File: src/rtl/div_seq_if.sv
// Handshake and datapath-control bundle between the divider wrapper,
// the sequencing controller and the remainder/divisor datapath.
interface div_seq_if #(
    parameter int WIDTH = 32,
    parameter int CNT_W = 6
);
    logic             start;
    logic             abort;
    logic [WIDTH-1:0] divisor;
    logic             sub_neg;
    logic             w_ctrl_reg1;
    logic             load_rem;
    logic             step_rem;
    logic             q_bit;
    logic [CNT_W-1:0] iter_cnt;
    logic             busy;
    logic             done;
    logic             div_zero;

    // Wrapper / datapath side: issues requests, reports the trial-subtract sign.
    modport master (
        output start, abort, divisor, sub_neg,
        input  w_ctrl_reg1, load_rem, step_rem, q_bit, iter_cnt, busy, done, div_zero
    );

    // Controller side.
    modport slave (
        input  start, abort, divisor, sub_neg,
        output w_ctrl_reg1, load_rem, step_rem, q_bit, iter_cnt, busy, done, div_zero
    );
endinterface

File: src/rtl/div_seq_ctrl.sv
// Sequencing controller for an unsigned restoring divider.
// IDLE -> LOAD (1 cycle) -> ITER (WIDTH cycles) -> DONE (1 cycle) -> IDLE.
// A zero divisor skips straight from IDLE to DONE with div_zero set.
// CNT_W must be wide enough to hold the value WIDTH (2**CNT_W > WIDTH).
module div_seq_ctrl #(
    parameter int WIDTH = 32,
    parameter int CNT_W = 6
) (
    input logic      clk,
    input logic      rst,
    div_seq_if.slave bus
);

    typedef enum logic [1:0] {
        IDLE = 2'd0,
        LOAD = 2'd1,
        ITER = 2'd2,
        DONE = 2'd3
    } state_t;

    state_t           state;
    state_t           state_nxt;
    logic [CNT_W-1:0] iter_cnt;
    logic             div_zero;
    logic             last_iter;
    logic             is_zero;

    assign last_iter = (iter_cnt == CNT_W'(WIDTH - 1));
    assign is_zero   = (bus.divisor == '0);

    // State register.
    always_ff @(posedge clk or negedge rst) begin
        if (!rst) state <= IDLE;
        else      state <= state_nxt;
    end

    // Iteration counter and divide-by-zero flag. The counter records the work
    // done in the current cycle, so an abort during ITER still counts that
    // cycle's step and then freezes the counter in IDLE.
    always_ff @(posedge clk or negedge rst) begin
        if (!rst) begin
            iter_cnt <= '0;
            div_zero <= 1'b0;
        end else begin
            case (state)
                IDLE:    if (bus.start) div_zero <= is_zero;
                LOAD:    iter_cnt <= '0;
                ITER:    iter_cnt <= iter_cnt + 1'b1;
                default: ;
            endcase
        end
    end

    // Next-state logic; abort only acts while the datapath is busy.
    always_comb begin
        state_nxt = state;
        case (state)
            IDLE: if (bus.start) state_nxt = is_zero ? DONE : LOAD;
            LOAD: state_nxt = bus.abort ? IDLE : ITER;
            ITER: begin
                if (bus.abort)      state_nxt = IDLE;
                else if (last_iter) state_nxt = DONE;
            end
            DONE: state_nxt = IDLE;
            default: state_nxt = IDLE;
        endcase
    end

    // Moore output decode; q_bit is the only output that looks at an input.
    always_comb begin
        bus.w_ctrl_reg1 = (state == LOAD);
        bus.load_rem    = (state == LOAD);
        bus.step_rem    = (state == ITER);
        bus.busy        = (state == LOAD) || (state == ITER);
        bus.done        = (state == DONE);
        bus.q_bit       = (state == ITER) & ~bus.sub_neg;
        bus.iter_cnt    = iter_cnt;
        bus.div_zero    = div_zero;
    end

endmodule

File: src/flat_wrapper.sv
// flat-port wrapper written by rule: the top's interface ports become plain ports
module div_seq_ctrl_flat 
#(
    parameter int WIDTH = 32,
    parameter int CNT_W = 6
)
  (clk, rst, bus_start, bus_abort, bus_divisor, bus_sub_neg, bus_w_ctrl_reg1, bus_load_rem, bus_step_rem, bus_q_bit, bus_iter_cnt, bus_busy, bus_done, bus_div_zero);
  div_seq_if #(.WIDTH(WIDTH), .CNT_W(CNT_W)) bus_i ();
  input logic clk;
  input logic rst;
  input wire logic [$bits(bus_i.start)-1:0] bus_start;
  input wire logic [$bits(bus_i.abort)-1:0] bus_abort;
  input wire logic [$bits(bus_i.divisor)-1:0] bus_divisor;
  input wire logic [$bits(bus_i.sub_neg)-1:0] bus_sub_neg;
  output wire logic [$bits(bus_i.w_ctrl_reg1)-1:0] bus_w_ctrl_reg1;
  output wire logic [$bits(bus_i.load_rem)-1:0] bus_load_rem;
  output wire logic [$bits(bus_i.step_rem)-1:0] bus_step_rem;
  output wire logic [$bits(bus_i.q_bit)-1:0] bus_q_bit;
  output wire logic [$bits(bus_i.iter_cnt)-1:0] bus_iter_cnt;
  output wire logic [$bits(bus_i.busy)-1:0] bus_busy;
  output wire logic [$bits(bus_i.done)-1:0] bus_done;
  output wire logic [$bits(bus_i.div_zero)-1:0] bus_div_zero;
  assign bus_i.start = bus_start;
  assign bus_i.abort = bus_abort;
  assign bus_i.divisor = bus_divisor;
  assign bus_i.sub_neg = bus_sub_neg;
  assign bus_w_ctrl_reg1 = bus_i.w_ctrl_reg1;
  assign bus_load_rem = bus_i.load_rem;
  assign bus_step_rem = bus_i.step_rem;
  assign bus_q_bit = bus_i.q_bit;
  assign bus_iter_cnt = bus_i.iter_cnt;
  assign bus_busy = bus_i.busy;
  assign bus_done = bus_i.done;
  assign bus_div_zero = bus_i.div_zero;
  div_seq_ctrl #(.WIDTH(WIDTH), .CNT_W(CNT_W)) u_core (.clk(clk), .rst(rst), .bus(bus_i));
endmodule
File: config.mk
export PLATFORM = sky130hd
export DESIGN_NAME = div_seq_ctrl_flat
export DESIGN_NICKNAME = d
export VERILOG_FILES = /design/src/rtl/div_seq_if.sv /design/src/rtl/div_seq_ctrl.sv /design/src/flat_wrapper.sv
export SDC_FILE = /design/constraint.sdc
export NUM_CORES = 1
export LEC_CHECK = 0
export CORE_MARGIN = 3
export CORE_UTILIZATION = 32
export DETAILED_ROUTE_END_ITERATION = 8
export PLACE_DENSITY = 0.77
export SYNTH_ARGS = -nofsm -noshare
export SYNTH_HDL_FRONTEND = slang
export SYNTH_SLANG_ARGS = --single-unit
File: constraint.sdc
create_clock -name clk -period 1.9 [get_ports clk]
set_input_delay 0.19 -clock clk [delete_from_list [all_inputs] [get_ports clk]]
set_output_delay 0.19 -clock clk [all_outputs]
set_load 0.005 [all_outputs]
==> results.sh <==
export IMPL_via_count_of_the_first_global_routing_pass=743
export IMPL_syn_mean_instance_area_um2=9.067
export IMPL_antenna_cells_inserted=0
export IMPL_final_max_slew_viol_count=0
export IMPL_pd_cells_mw_per_mm2=905.1
export IMPL_tritoncts_num_buffers=3
export IMPL_grt_remaining_overflow=0
export IMPL_drtAntennaViolNets=0
export IMPL_ys_seq_elements=9
export IMPL_die_x_um=50.22
export IMPL_grt_first_pass_wirelength_um=2891
export IMPL_post_dp_cell_area_mm2=0.001147
export IMPL_most_area_hungry_cell_type_in_the_yosys_netlist="sky130_fd_sc_hd__dfrtp_1"
export IMPL_coreArea_mm2=0.001783
export IMPL_drc_errors=0
export IMPL_hp_class="input pin to asynchronous set/reset pin"
export IMPL_worst_setup_path_start_kind="flop"
export IMPL_multi_input_comb_area_um2=361.6
export IMPL_synth_area_um2=625.6
export IMPL_comb_power_share_pct=61.4
export IMPL_final_core_util_pct=66.81
export IMPL_globalRouteMet1Util_pct=15.31
export IMPL_yosys_warning_total=0
export IMPL_tritoncts_clock_tree="yes"
export IMPL_layout_common_cells="sky130_fd_sc_hd__clkdlybuf4s50_1, sky130_fd_sc_hd__dfrtp_1, sky130_fd_sc_hd__nor4_1"
export IMPL_clkTransAtPathRegs_ns=0.06
export IMPL_synth_async_reset_ratio_pct=100.0
export IMPL_clockBufferDepth=2
export IMPL_reg2regPathDepth=5
export IMPL_flip_flop_and_latch_area_um2=225.2
export IMPL_synth_top_cell_area_share_pct=36.00
export IMPL_final_fill_count=139
export IMPL_most_common_cell_after_layout_fill_and_taps_aside="sky130_fd_sc_hd__clkdlybuf4s50_1"
export IMPL_design_final_nets=168
export IMPL_portbufs=49
export IMPL_peakVddDrop_uv=605.9
export IMPL_viasPerCell=4.906
export IMPL_min_period_ns=1.833
export IMPL_grt_use_total_pct=15.14
export IMPL_required_ns=1.71
export IMPL_initial_antenna_violation_count=0
export IMPL_max_cap_viol_count=0
export IMPL_dp_final_hpwl_um=1634
export IMPL_tightestPinTransition_ns=0.4168
export IMPL_fin_skew_ns=0.004517
export IMPL_chipHeight_um=50.22
export IMPL_root_buf_cell="sky130_fd_sc_hd__clkbuf_4"
export IMPL_post_drt_wl_per_cell_um=12.30
export IMPL_synthFlopType="sky130_fd_sc_hd__dfrtp_1"
export IMPL_post_route_cells_drive_above_1_share_pct=11.29
export IMPL_drtPass1Iterations=3
export IMPL_slew_headroom_pct=72.13
export IMPL_tns_ns=0
export IMPL_effective_utilization_at_floorplan_pct=35.09
export IMPL_design_area_mm2=0.001191
export IMPL_syn_instance_count=69
export IMPL_power_switching_uw=386.6
export IMPL_gp_routability_congestion=0.7118
export IMPL_met2_track_utilization_from_global_routing_pct=27.39
export IMPL_timing_final_hold_violations=0
export IMPL_drt_total_wl_um=1833
export IMPL_cts_htree_levels=1
export IMPL_critPathArrivalTime_ns=1.64
export IMPL_cell_int_power_uw=691.5
export IMPL_setup_worst_path_class="flop to primary output"
export IMPL_outcome="finished clean"
export IMPL_rsz0062_at_grt="no"
export IMPL_detailedRoute_firstIterationViolations=9
export IMPL_synthesis_nets=112
export IMPL_worstSetupEndpointType="primary output"
export IMPL_io_pins=50
export IMPL_switching_share_pct=35.86
export IMPL_synthDistinctLibCells=26
export IMPL_ys_top_cells_by_area="sky130_fd_sc_hd__dfrtp_1, sky130_fd_sc_hd__ha_1, sky130_fd_sc_hd__nor4_1"
export IMPL_clkPwrFrac_pct=13.7
export IMPL_grt_start_max_net_pins=10
export IMPL_synth_edf_count=0
export IMPL_worst_flop_to_flop_path_startpoint="u_core.state[1]"
export IMPL_synth_sequential_area_ratio_pct=36.00
export IMPL_grt_met3_usage_pct=3.858
export IMPL_total_die_area_mm2=0.002522
export IMPL_p_leak_uw=0.0004675
export IMPL_gr_max_usage_layer="met2"
export IMPL_power_share_sequential_pct=24.9
export IMPL_placementRows=15
export IMPL_worst_skew_pair_late_latency_ns=0.26
export IMPL_final_min_period_over_clock_period_pct=96.47
export IMPL_max_freq_mhz=545.6
export IMPL_areaGrowthSynthToFinish_pct=90.40
export IMPL_r2r_slack_ns=0.30
export IMPL_setup_viol_count_final=0
export IMPL_clock_sinks=9
export IMPL_routed_via_count=731
export IMPL_r2r_end="u_core.bus.iter_cnt[5]"
export IMPL_path_max_fanout=4
stage by stage:
stage,hold WS [ns],setup slack [ns],power [uW],std cells
final,0.2287,0.06713,1078,149
after floorplan,-0.1056,0.3467,600.6,69
after detailed placement,0.4724,0.2520,906.3,143
after global routing,0.2455,0.005210,1163,149
after global placement,0.4646,0.3008,892.7,143
after CTS,0.2358,0.04822,1070,148
flip-flops by register name, indices dropped and copies added, names as in the netlist:
signal / count
u_core.state: 2
u_core.bus.iter_cnt: 6
u_core.bus.div_zero: 1
routing by layer:
metal,share of wire [%],up-vias,wire length (um)
met2,54,31,996
met3,6.5,4,120
met4,1.3,0,24
met5,0,-,0
li1,-,361,-
met1,38,335,692
worst max-delay path, cell delays in order, from the launching register on:
cell	delay (ns)
sky130_fd_sc_hd__dfrtp_1	0.40
sky130_fd_sc_hd__inv_1	0.10
sky130_fd_sc_hd__ha_1	0.35
sky130_fd_sc_hd__clkdlybuf4s50_1	0.53
power by group through the flow:
stage	Clock [uW]	Combinational (uW)	Sequential, uW
global route	166	726	271
detailed placement	0	633	273
finish	148	662	268
global placement	0	623	269
floorplan	0	334	267
CTS	153	647	270
worst max-delay path by stage:
stage	start	end	slack, ns
2_1_floorplan	u_core.state[0]	u_core.bus.iter_cnt[5]	0.35
3_3_place_gp	bus_divisor[1]	u_core.state[1]	0.30
3_5_place_dp	u_core.state[0]	bus_q_bit	0.25
4_1_cts	u_core.state[0]	bus_q_bit	0.05
5_1_grt	u_core.state[1]	bus_busy	0.005
6_report	u_core.state[1]	bus_busy	0.07
final cells by class:
| type | count | share of cell area (%) |
|---|---|---|
| repair buffers | 53 | 43.70 |
| multi-input cells | 51 | 30.36 |
| flip-flops and latches | 9 | 18.91 |
| inverters | 7 | 2.206 |
| well taps | 25 | 2.626 |
| clock buffers | 4 | 2.206 |
cells in the mapped netlist, types with 2 or more instances:
| master | n |
|---|---|
| sky130_fd_sc_hd__nand4_1 | 2 |
| sky130_fd_sc_hd__nor4_1 | 7 |
| sky130_fd_sc_hd__dfrtp_1 | 9 |
| sky130_fd_sc_hd__o21ai_1 | 2 |
| sky130_fd_sc_hd__nand2_1 | 4 |
| sky130_fd_sc_hd__inv_1 | 6 |
| sky130_fd_sc_hd__o31a_1 | 2 |
| sky130_fd_sc_hd__ha_1 | 6 |
| sky130_fd_sc_hd__buf_4 | 2 |
| sky130_fd_sc_hd__a21oi_1 | 2 |
| sky130_fd_sc_hd__o21ai_0 | 5 |
| sky130_fd_sc_hd__nor2b_1 | 3 |
| sky130_fd_sc_hd__nand3_1 | 2 |
| sky130_fd_sc_hd__nor2_1 | 5 |
kinds of logic (layout without fill, tap and decap cells):
group,Yosys count,in the layout,synth area share [%]
AND/OR/NAND/NOR,29,29,28.00
adder cells (fa/ha/maj),6,6,12.00
flip-flops,9,9,36.00
buffers and inverters,9,64,6.598
AO/OA/AOI/OAI,15,15,16.00
XOR/XNOR,1,1,1.400
timing repair:
| action | 4_1_cts | 5_1_grt |
|---|---|---|
| hold buffers | 0 | 0 |
| endpoints found under the setup margin | 1 | 1 |
| gates resized for setup | 1 | 1 |
| setup buffers | 1 | 1 |
Note: power is estimated with default switching activity, not from simulation.
